--- src/rtl/ring_counter_pkg.sv ---
// Shared constants and the reset-pattern helper for the ring counter.
package ring_counter_pkg;
  localparam int RC_DEFAULT_WIDTH = 4;

  // Only bit (w-1) set, returned at the widest legal width; callers slice it.
  function automatic logic [31:0] rc_reset_pattern(input int w);
    logic [31:0] p;
    p        = '0;
    p[w-1]   = 1'b1;
    return p;
  endfunction
endpackage

--- src/rtl/onehot_check.sv ---
// Flags whether a vector has exactly one bit set.
module onehot_check #(
  parameter int WIDTH = 4
) (
  input  logic [WIDTH-1:0] i_vec,
  output logic             is_onehot
);
  localparam logic [WIDTH-1:0] ONE = {{(WIDTH-1){1'b0}}, 1'b1};

  logic [WIDTH-1:0] w_low_clr;

  // Clearing the lowest set bit leaves zero only for a single-bit vector.
  assign w_low_clr = i_vec & (i_vec - ONE);
  assign is_onehot = (i_vec != '0) && (w_low_clr == '0);
endmodule

--- src/rtl/ring_counter.sv ---
// One-hot ring counter with selectable direction and optional recovery from illegal states.
module ring_counter
  import ring_counter_pkg::*;
#(
  parameter int WIDTH        = RC_DEFAULT_WIDTH,
  parameter bit SHIFT_LEFT   = 1'b1,
  parameter bit SELF_CORRECT = 1'b1
) (
  input  logic             clk,
  input  logic             rst,
  output logic [WIDTH-1:0] q
);
  localparam logic [31:0]      RST_FULL = rc_reset_pattern(WIDTH);
  localparam logic [WIDTH-1:0] RST_PAT  = RST_FULL[WIDTH-1:0];

  logic [WIDTH-1:0] r_q;
  logic [WIDTH-1:0] w_rot;
  logic             w_onehot;

  generate
    if (SHIFT_LEFT) begin : g_left
      assign w_rot = {r_q[WIDTH-2:0], r_q[WIDTH-1]};
    end else begin : g_right
      assign w_rot = {r_q[0], r_q[WIDTH-1:1]};
    end

    if (SELF_CORRECT) begin : g_chk
      onehot_check #(.WIDTH(WIDTH)) u_chk (
        .i_vec     (r_q),
        .is_onehot (w_onehot)
      );
    end else begin : g_nochk
      // Pure rotation: every state is treated as legal.
      assign w_onehot = 1'b1;
    end
  endgenerate

  always_ff @(posedge clk or posedge rst) begin
    if (rst)            r_q <= RST_PAT;
    else if (!w_onehot) r_q <= RST_PAT;
    else                r_q <= w_rot;
  end

  assign q = r_q;
endmodule

--- config.mk ---
export PLATFORM = sky130hd
export DESIGN_NAME = ring_counter
export DESIGN_NICKNAME = d
export VERILOG_FILES = /design/src/rtl/ring_counter_pkg.sv /design/src/rtl/onehot_check.sv /design/src/rtl/ring_counter.sv
export SDC_FILE = /design/constraint.sdc
export NUM_CORES = 1
export LEC_CHECK = 0
export BUFFER_PORTS_ARGS = -buffer_cell sky130_fd_sc_hd__buf_4
export CAP_MARGIN = 10
export CORE_AREA = 5 5 42 44
export CTS_CLUSTER_SIZE = 8
export DETAILED_ROUTE_END_ITERATION = 8
export DIE_AREA = 0 0 47 49
export PLACE_DENSITY = 0.4
export SETUP_SLACK_MARGIN = 0.2
export SYNTH_ARGS = -nofsm -noshare
export SYNTH_HDL_FRONTEND = slang
export SYNTH_SLANG_ARGS = --single-unit
--- constraint.sdc ---
create_clock -name clk -period 3 [get_ports clk]
set_clock_uncertainty 0.2 [all_clocks]
set_input_delay 0.45 -clock clk [delete_from_list [all_inputs] [get_ports clk]]
set_output_delay 0.45 -clock clk [all_outputs]
set_load 0.02 [all_outputs]
==> out/metrics.yaml <==
status: "finished clean"
cpMaxStageDelayCell: "dfstp_2"
antennaDiodeCount: 0
layout_common_cells: "5 x buf_4, 3 x nor4b_1, 3 x clkbuf_4, 3 x dfrtp_1, 2 x inv_1"
end_kind: "primary output"
multi_input_area_um2: 47.5
firstDrtPassIters: 2
drive_above_1_share_pct: 40.9
ys_seq_area_share_pct: 64.8
grt_max_degree: 7
drt_iter0_markers: 3
preCtsSetupSlack_ns: 1.64
synthDistinctLibCells: 7
tightest_slew_ns: 0.260
syn_inst: 12
final_core_util_pct: 17.9
cp.arrival_ns: 0.97
fin_ws_ns: 1.38
cts_resized: 0
clk_pin_slew_ns: 0.04
cp.depth: 1
rsz0062_at_grt: "false"
seqCellArea_um2: 101
syn_area_um2: 156
fill_cells: 166
cts_tree: "yes"
fp.coreArea_um2: 1400
synth-seq-cells: 4
final_area_um2: 250
setup_violations: 0
dieArea_um2: 2300
hold_depth: 1
layout_commonest_cell: "buf_4"
routed-via-count: 134
clock_latency_ns: 0.23
io_buffers: 5
worst-path-buf-inv: 1
startpoint: "q[3]$_DFF_PP1_"
antenna_found_initial: 0
routed_wl_um: 335
rows: 14
fin_tns_setup_ns: 0
leakage_nw: 0.112
worstReg2RegStart: "q[3]$_DFF_PP1_"
grt_pass1_wl_um: 676
track_usage_pct: 4.52
dp.cells: 33
die_y_um: 49
whs_ns: 0.329
worstSetupStartpointType: "flip-flop"
ant_nets: 0
synth_nets: 14
ys_warn_count: 0
period_share_pct: 53.8
syn_area_per_cell_um2: 13.0
critical-path-top-delay-family: "flip-flops"
cts_buffer_depth: 2
die-width_um: 47
period_needed_ns: 1.62
finalPower_uw: 131
worstSetupPathType: "flip-flop to primary output"
gp_congestion: 0.669
largest_reg_flops: 4
max_freq_mhz: 619
drv_cap: 0
wl_per_cell_um: 8.82
hp-class: "flip-flop to flip-flop"
powerDensity_nw_per_um2: 525
cts-root-buf: "clkbuf_4"
initial_utilization_pct: 11.2
reg2regPathDepth: 1
syn2layout_area_growth_pct: 60.0
worstHoldStart: "q[2]$_DFF_PP0_"
slew_headroom_pct: 82.4
gr-total-overflow: 0
path_cells: "buf_4"
placed_area_um2: 214
crit_required_ns: 2.35
htree_levels: 1
ir_drop_uv: 243
drc: 0
ios: 6
grt_pass1_vias: 150
hold_viol: 0
final_nets: 25
stdcell_count: 38
numCtsBuffers: 3
viasPerCell: 3.53
cts.sink_count: 4
cp_max_fo: 6
slowest_delay_ns: 0.57
slew_viol_final: 0
[path summary, 6_finish.rpt]
kind	to	slack [ns]
worst max-delay path	q[3]	1.38
worst min-delay path	q[0]$_DFF_PP0_	0.33
worst max register to register	q[0]$_DFF_PP0_	1.86
worst min register to register	q[0]$_DFF_PP0_	0.33
max in group asynchronous	q[3]$_DFF_PP1_	1.92
min in group asynchronous	q[0]$_DFF_PP0_	0.46
[cell type report]
class                   count  area share (%)
clock buffers               4            10.5
inverters                   2            3.00
multi-input cells           6            19.0
flip-flops and latches      4            40.5
well taps                  16            8.00
repair buffers              6            19.0
[routing by layer]
metal	vias up	track usage, %	part of all wire, %	wire [um]
met1	65	4.89	47	157
met4	0	2.76	0	0
met2	7	4.30	34	114
met5	-	0	0	0
met3	0	6.27	19	63
li1	62	-	-	-
[synthesized netlist by cell type]
cell type	number	area, um^2
xor2_1	1	8.76
nor4b_1	3	26.3
o211ai_1	1	7.51
dfrtp_1	3	75.1
o21ai_0	1	5.00
inv_1	2	7.51
dfstp_2	1	26.3
[report_power, final]
group | total (mW) | switching, mW | internal, mW
clock network | 0.0741 | 0.0241 | 0.0501
registers | 0.0543 | 0 | 0.0543
logic | 0.00304 | 0.00128 | 0.00175
[logic make-up (layout without fill, tap and decap cells)]
| family | count (synthesis) | after routing | synth area share, % |
|---|---|---|---|
| and+or+nand+nor | 3 | 3 | 16.8 |
| AOI/OAI and AO/OA | 2 | 2 | 8.00 |
| xor gates and xnor gates | 1 | 1 | 5.60 |
| buffers and inverters | 2 | 12 | 4.80 |
| DFF | 4 | 4 | 64.8 |
[timing repair]
action	in CTS	in global routing
endpoints found under the hold margin	3	0
buffers inserted	0	0
hold buffers	1	0
Note: power is estimated with default switching activity, not from simulation.
